<file path="src/rtl/uart_pkg.sv">
// Shared UART definitions: serializer state encoding, data width and the
// parity helper that the receiver also uses.
package uart_pkg;

    localparam int DATA_BITS = 8;

    typedef enum logic [2:0] {
        IDLE   = 3'd0,
        START  = 3'd1,
        DATA   = 3'd2,
        PARITY = 3'd3,
        STOP   = 3'd4
    } uart_state_e;

    // Even parity is the XOR of the data bits; odd parity is its complement.
    function automatic logic parity_bit(input logic [DATA_BITS-1:0] d, input logic odd);
        return (^d) ^ odd;
    endfunction

endpackage

</file>
<file path="src/rtl/uart_baud_tick.sv">
// Divide-by-CLKS_PER_BIT counter; tick marks the last cycle of each bit period.
module uart_baud_tick #(
    parameter int CLKS_PER_BIT = 868
) (
    input  logic CLK,
    input  logic RST,
    input  logic clear,
    output logic tick
);

    localparam int CW = $clog2(CLKS_PER_BIT);
    localparam logic [CW-1:0] LAST = CW'(CLKS_PER_BIT - 1);

    logic [CW-1:0] cnt;

    always_ff @(posedge CLK) begin
        if (RST || clear)     cnt <= '0;
        else if (cnt == LAST) cnt <= '0;
        else                  cnt <= cnt + 1'b1;
    end

    assign tick = (cnt == LAST);

endmodule

</file>
<file path="src/rtl/uart_tx_serializer.sv">
// UART transmit serializer: pops bytes from a first-word-fall-through FIFO and
// sends 8-bit frames LSB first with optional parity and one or two stop bits.
module uart_tx_serializer
    import uart_pkg::*;
#(
    parameter int CLKS_PER_BIT = 868,
    parameter int PARITY_EN    = 0,
    parameter int PARITY_ODD   = 0,
    parameter int STOP_BITS    = 1
) (
    input  logic                 CLK,
    input  logic                 RST,
    input  logic                 tx_en,
    input  logic                 fifo_empty,
    input  logic [DATA_BITS-1:0] fifo_data,
    output logic                 fifo_rd,
    output logic                 tx,
    output logic                 busy,
    output logic                 frame_done
);

    localparam int BW = $clog2(DATA_BITS);
    localparam logic [BW-1:0] LAST_BIT  = BW'(DATA_BITS - 1);
    localparam logic          LAST_STOP = 1'(STOP_BITS - 1);
    localparam logic          ODD       = 1'(PARITY_ODD);

    uart_state_e          state, state_n;
    logic [DATA_BITS-1:0] shift, shift_n;
    logic [BW-1:0]        bit_idx, bit_idx_n;
    logic                 stop_idx, stop_idx_n;
    logic                 par, par_n;
    logic                 tx_n;
    logic                 pop, done;
    logic                 tick;

    // The counter restarts on every state entry and is held clear while idle.
    uart_baud_tick #(.CLKS_PER_BIT(CLKS_PER_BIT)) u_baud (
        .CLK   (CLK),
        .RST   (RST),
        .clear ((state == IDLE) || (state_n != state)),
        .tick  (tick)
    );

    always_ff @(posedge CLK) begin
        if (RST) begin
            state    <= IDLE;
            shift    <= '0;
            bit_idx  <= '0;
            stop_idx <= 1'b0;
            par      <= 1'b0;
            tx       <= 1'b1;
        end else begin
            state    <= state_n;
            shift    <= shift_n;
            bit_idx  <= bit_idx_n;
            stop_idx <= stop_idx_n;
            par      <= par_n;
            tx       <= tx_n;
        end
    end

    always_comb begin
        state_n    = state;
        shift_n    = shift;
        bit_idx_n  = bit_idx;
        stop_idx_n = stop_idx;
        par_n      = par;
        pop        = 1'b0;
        done       = 1'b0;
        case (state)
            IDLE: begin
                if (tx_en && !fifo_empty) begin
                    pop     = 1'b1;
                    shift_n = fifo_data;
                    par_n   = parity_bit(fifo_data, ODD);
                    state_n = START;
                end
            end
            START: begin
                if (tick) begin
                    bit_idx_n = '0;
                    state_n   = DATA;
                end
            end
            DATA: begin
                if (tick) begin
                    shift_n = {1'b0, shift[DATA_BITS-1:1]};
                    if (bit_idx == LAST_BIT) begin
                        bit_idx_n  = '0;
                        stop_idx_n = 1'b0;
                        state_n    = (PARITY_EN != 0) ? PARITY : STOP;
                    end else begin
                        bit_idx_n = bit_idx + 1'b1;
                    end
                end
            end
            PARITY: begin
                if (tick) begin
                    stop_idx_n = 1'b0;
                    state_n    = STOP;
                end
            end
            STOP: begin
                if (tick) begin
                    if (stop_idx == LAST_STOP) begin
                        done = 1'b1;
                        // Chain straight into the next frame when data is waiting.
                        if (tx_en && !fifo_empty) begin
                            pop     = 1'b1;
                            shift_n = fifo_data;
                            par_n   = parity_bit(fifo_data, ODD);
                            state_n = START;
                        end else begin
                            state_n = IDLE;
                        end
                    end else begin
                        stop_idx_n = stop_idx + 1'b1;
                    end
                end
            end
            default: state_n = IDLE;
        endcase
    end

    // Line level for the state being entered, so tx changes on the same edge.
    always_comb begin
        tx_n = 1'b1;
        case (state_n)
            START:   tx_n = 1'b0;
            DATA:    tx_n = shift_n[0];
            PARITY:  tx_n = par_n;
            default: tx_n = 1'b1;
        endcase
    end

    assign fifo_rd    = pop && !RST;
    assign frame_done = done && !RST;
    assign busy       = !RST && ((state != IDLE) || pop);

endmodule

</file>
<file path="config.mk">
export PLATFORM = sky130hd
export DESIGN_NAME = uart_tx_serializer
export DESIGN_NICKNAME = d
export VERILOG_FILES = /design/src/rtl/uart_pkg.sv /design/src/rtl/uart_baud_tick.sv /design/src/rtl/uart_tx_serializer.sv
export SDC_FILE = /design/constraint.sdc
export NUM_CORES = 1
export LEC_CHECK = 0
export BUFFER_PORTS_ARGS = -buffer_cell sky130_fd_sc_hd__clkbuf_2
export CAP_MARGIN = 20
export CORE_ASPECT_RATIO = 1.25
export CORE_MARGIN = 2
export CORE_UTILIZATION = 44
export DETAILED_ROUTE_END_ITERATION = 8
export GPL_ROUTABILITY_DRIVEN = 0
export SYNTH_ARGS = -nofsm -noshare
export SYNTH_HDL_FRONTEND = slang
export SYNTH_HIERARCHICAL = 1
export SYNTH_SLANG_ARGS = --single-unit
</file>
<file path="constraint.sdc">
create_clock -name CLK -period 6 [get_ports CLK]
set_clock_uncertainty 0.15 [all_clocks]
set_input_delay 0.3 -clock CLK [delete_from_list [all_inputs] [get_ports CLK]]
set_output_delay 0.3 -clock CLK [all_outputs]
set_load 0.02 [all_outputs]
</file>
# == Word-level counts from Yosys, hierarchy flattened ==
# Index checks and enable logic that the tools add are counted.
# op_classes
addsub,3
n_eq_ne,16
n_mux,36
n_reduce_logical,19
# op_table
op,n
$mux 8,4
$mux 3,10
$pmux 8 s3,1
$mux 1,15
$pmux 3 s5,1
$eq 3x2->1 const B,4
$ne 2x2->1 const B,6
$add 10x1->10 const B,1
$eq 10x10->1 const B,1
$reduce_bool 3->1,3
$reduce_xor 8->1,1
$eq 3x1->1 const B,2
$eq 3x3->1 const B,2
$pmux 1 s3,2
$pmux 3 s2,1
$reduce_and 5->1,1
$logic_and 1x1->1,4
$pmux 1 s2,2
$reduce_and 4->1,1
$add 3x1->3 const B,1
$logic_not 3->1,1
$logic_or 1x1->1,3
$ne 3x3->1,1
$reduce_and 3->1,1
other kinds (4),5
# word_totals
register_bits,27
word_cells,82

# == Longest topological paths before layout ==
# logic_depth
depth_word,10
ltp_mapped,10
ltp_nobuf,10

# == Modules after synthesis ==
# The synthesis kept the hierarchy.
# by_module_without_submodules
module,instances,cells_per_inst,area_per_inst_um2,seq_area_each_um2
uart_tx_serializer,1,102,904.6,320.3
uart_baud_tick,1,53,454.2,200.2

# == Worst setup path after synthesis ==
# No wires, ideal clock.
# synth_timing
kind,register -> register
startpoint,register u_baud.cnt[4]
endpoint,register u_baud.cnt[2]
arrival_ps,2021
required_time_ps,5728
setup_slack_ps,3707
stages_incl_launch_ff,10
synth_period_minus_slack_ps,2293
cell_sequence,dfxtp_1 -> nor4b_1 -> nand2_1 -> nor2_1 -> nand2b_2 -> o22ai_1 -> a22oi_1 -> or2_2 -> o21bai_2 -> nor2_1
# synth_between
elab_chain_len,7
elab_cells_between_ends,10
cone_classes,eq/ne (2); mux (5); reduce/logical (3)
# synth_lines
element,line_no,text
start: declaration,uart_baud_tick.sv:14,logic [CW-1:0] cnt;
start signal: assignment,uart_baud_tick.sv:19,else cnt <= cnt + 1'b1;
$eq 10x10->1 *,uart_baud_tick.sv:22,assign tick = (cnt == LAST);
named net tick,uart_tx_serializer.sv:34,logic tick;
"$mux 3, on equally long branches",--,
$pmux 3 s5,uart_tx_serializer.sv:70,case (state)
$ne 3x3->1,uart_tx_serializer.sv:40,".clear ((state == IDLE) || (state_n != state)),"
$logic_or 1x1->1,uart_tx_serializer.sv:40,
$logic_or 1x1->1,uart_baud_tick.sv:17,if (RST || clear) cnt <= '0;
$reduce_or 2->1 (no source line) *,--,
# The timed path passes the listed nets; every way through them passes the cells marked *.
# A chain may end at the register's enable or synchronous reset.

# == Worst setup path after layout ==
# layout_timing
startpoint,register u_baud.cnt[4]
endpoint,output fifo_rd
# layout_between
elab_chain_len,4
# layout_lines
element,line_no,text
$eq 10x10->1,uart_baud_tick.sv:22,
named net tick,uart_tx_serializer.sv:34,
$mux 1,uart_tx_serializer.sv:104,if (tick) begin
$pmux 1 s2,uart_tx_serializer.sv:70,
$logic_and 1x1->1,uart_tx_serializer.sv:136,assign fifo_rd = pop && !RST;
end: declaration,uart_tx_serializer.sv:16,"output logic fifo_rd,"
# The timed path passes the listed nets, and every way through them passes these cells.

==> results.md <==
- Status: finished clean
- Cell Rows: 22
- Max-slew violations: 0
- HP Class: in -> reg
- Die height: 66.1 µm
- Post-Syn Area per Cell: 8.77 µm²
- Synth Flop Type: dfxtp_1
- DR DRC count: 0
- Asr flop ratio synth: 0
- PwrDens: 225 mW/mm²
- Max Cap Violations: 0
- Area leader, netlist: dfxtp_1
- Worst path slowest cell: nor4b_1
- CP arrival: 2.49 ns
- Post-Place Cells: 200
- CP max FO: 9
- Final core occ: 0.511
- Die Area: 0.00355 mm²
- Placeable Area: 0.00295 mm²
- Port bufs: 15
- Slowest stage delay, CP: 0.50 ns
- Initial Util: 0.461
- Pre-CTS WS: 3.34 ns
- Worst VDD drop: 0.000154 V
- Worst slew pin tran: 0.505 ns
- Top-area cell type share of the netlist area: 0.383
- H-tree depth: 1
- Synth-to-Final Area Change: 10.7%
- RSZ-0062 raised after global routing: false
- First-pass GRT wire length: 4710 µm
- Top cells by count, synth: 26 x dfxtp_1, 17 x nor2_1, 9 x a21oi_1, 9 x a22oi_1, 9 x xnor2_1
- Worst-Skew Late Latency: 0.32 ns
- Die width: 53.7 µm
- CP most frequent cell: nor2_1
- Worst path cell trace: nor4b_1 > nand2_1 > nor2_1 > nand2b_2 > nand3b_1 > nor2_1 > clkbuf_2
- Initial DRC count: 25
- GRT overflow: 0
- Final ANT Viol Nets: 0
- Synth top area cells: dfxtp_1 38%, xnor2_1 5.8%, a22oi_1 5.0%
- Period Utilization, post-route: 0.490
- Clock root buffer: clkbuf_4
- Most frequent cell after synthesis: dfxtp_1
- CTS tree: done
- GRT Total Usage: 0.174
- CTS hold repair buffers: 0
- Synth warnings: 6
- Post-CTS Setup Repair Bufs: 0
- Vias in the first global route: 1,105
- Crit-path leading delay family: simple AND/OR/NAND/NOR gates
- Final setup viols: 0
- Post-DP HPWL: 1960 µm
- Share of layout cells above drive strength 1: 0.161
- CP required: 5.55 ns
- Clock Path Buffers: 2
- Routed len/inst: 12.8 µm
- Fmax: 340 MHz
- Initial antenna violation count: 0
- Layout Nets: 184
- Via-per-instance ratio: 5.70
- Largest net degree at the start of global routing: 18
- Crit path buffers/inverters: 1
- # diodes: 0
- Worst-path clk slew: 0.14 ns
- Startpoint types: register
- Critical Path Sink Type: output port
- CTS buffer count: 3
- Mapped Area: 0.00136 mm²
- Final WL: 2620 µm
- Worst Slack Setup Final: 3.06 ns
- TritonRoute pass-1 iters: 4
- Max transition margin: 0.658
- Min cycle time layout: 2.94 ns
- CTS sink cnt: 26
- LEAKAGE: 0.542 nW
- Yosys reg bits: 26
- DR vias: 1,162
- Post-synth EDFFs: 0
- Setup TNS: 0 ns
- I/O Pins: 16
- Layout Cells excl Fill: 204
- Sequential area share after synthesis: 0.383
- PostCTS Resize Cnt: 0
- Cells after Synth: 155
- Post-Syn Nets: 170
- Final count of hold timing violations: 0
- Pwr Total: 339 µW
- Critical path class: reg -> out
- Cell variety after synth: 48
==> per-stage QoR <==
step	area, µm²	hold slack [ns]
global route	1500	0.0891
detailed placement	1450	0.301
global placement	1450	0.288
CTS	1500	0.0749
finish	1500	0.0792
floorplan	1360	0.276
==> registers in the layout, indices dropped and copies added (netlist names) <==
register / count
par: 1
shift: 8
u_baud/cnt: 10
tx: 1
state: 3
bit_idx: 3
==> worst paths after layout <==
check                                              start                       end  slack [ns]  cells after the start
worst min register to register  u_baud/cnt[0]$_SDFF_PP0_  u_baud/cnt[0]$_SDFF_PP0_        0.33                      1
worst max-delay path            u_baud/cnt[4]$_SDFF_PP0_                   fifo_rd        3.06                      7
worst max register to register  u_baud/cnt[4]$_SDFF_PP0_  u_baud/cnt[3]$_SDFF_PP0_        3.31                      9
worst min-delay path                        fifo_data[7]     shift[7]$_SDFFE_PP0P_        0.08                      2
==> kinds of logic (layout without fill, tap and decap cells) <==
family	after synthesis	count (layout)	synth area share
AOI/OAI and AO/OA	42	42	0.227
DFF	26	26	0.383
buffers and inverters	11	24	0.0341
xor gates and xnor gates	12	12	0.0774
adders and majority gates	3	3	0.0276
and+or+nand+nor	59	59	0.233
muxes	2	2	0.0184
==> per-layer routing <==
layer  track usage  routed length, µm  vias up
li1              -                  -      589
met3        0.0226                 64        4
met4        0.0705                 34        0
met5             0                  0        -
met1         0.228               1280      552
met2         0.280               1240       17
==> cell usage in the layout, fill, tap and decap left out, drive strengths merged, types with 2 or more instances in the layout <==
cell	Yosys	routed
nor2b	3	3
nand4	2	2
ha	3	3
nand2	9	9
o211ai	2	2
o21ai	3	3
a22oi	9	9
xnor2	9	9
a31oi	2	2
clkbuf	3	18
nor3	2	2
xor2	3	3
inv	5	5
or3	2	2
nand3	8	8
nand2b	5	5
or2	2	2
and4	2	2
nand3b	3	3
dfxtp	26	26
a21oi	9	9
o2bb2ai	6	6
nor2	18	18
==> layout make-up <==
class,count,area [µm²]
timing repair buffer,15,75.1
clock buffer,3,22.5
fill,302,1440
multi-input combinational,118,792
clock inverter,1,30.0
sequential,26,520
tap,36,45.0
inverter,5,18.8
==> power by group <==
group | leakage, nW | internal (mW) | switching (mW) | total [mW]
combinational | 0.303 | 0.0182 | 0.0195 | 0.0377
clock | 0.0279 | 0.0675 | 0.0510 | 0.119
sequential | 0.211 | 0.178 | 0.00444 | 0.182
No activity file was read; power rests on OpenSTA's default activity.
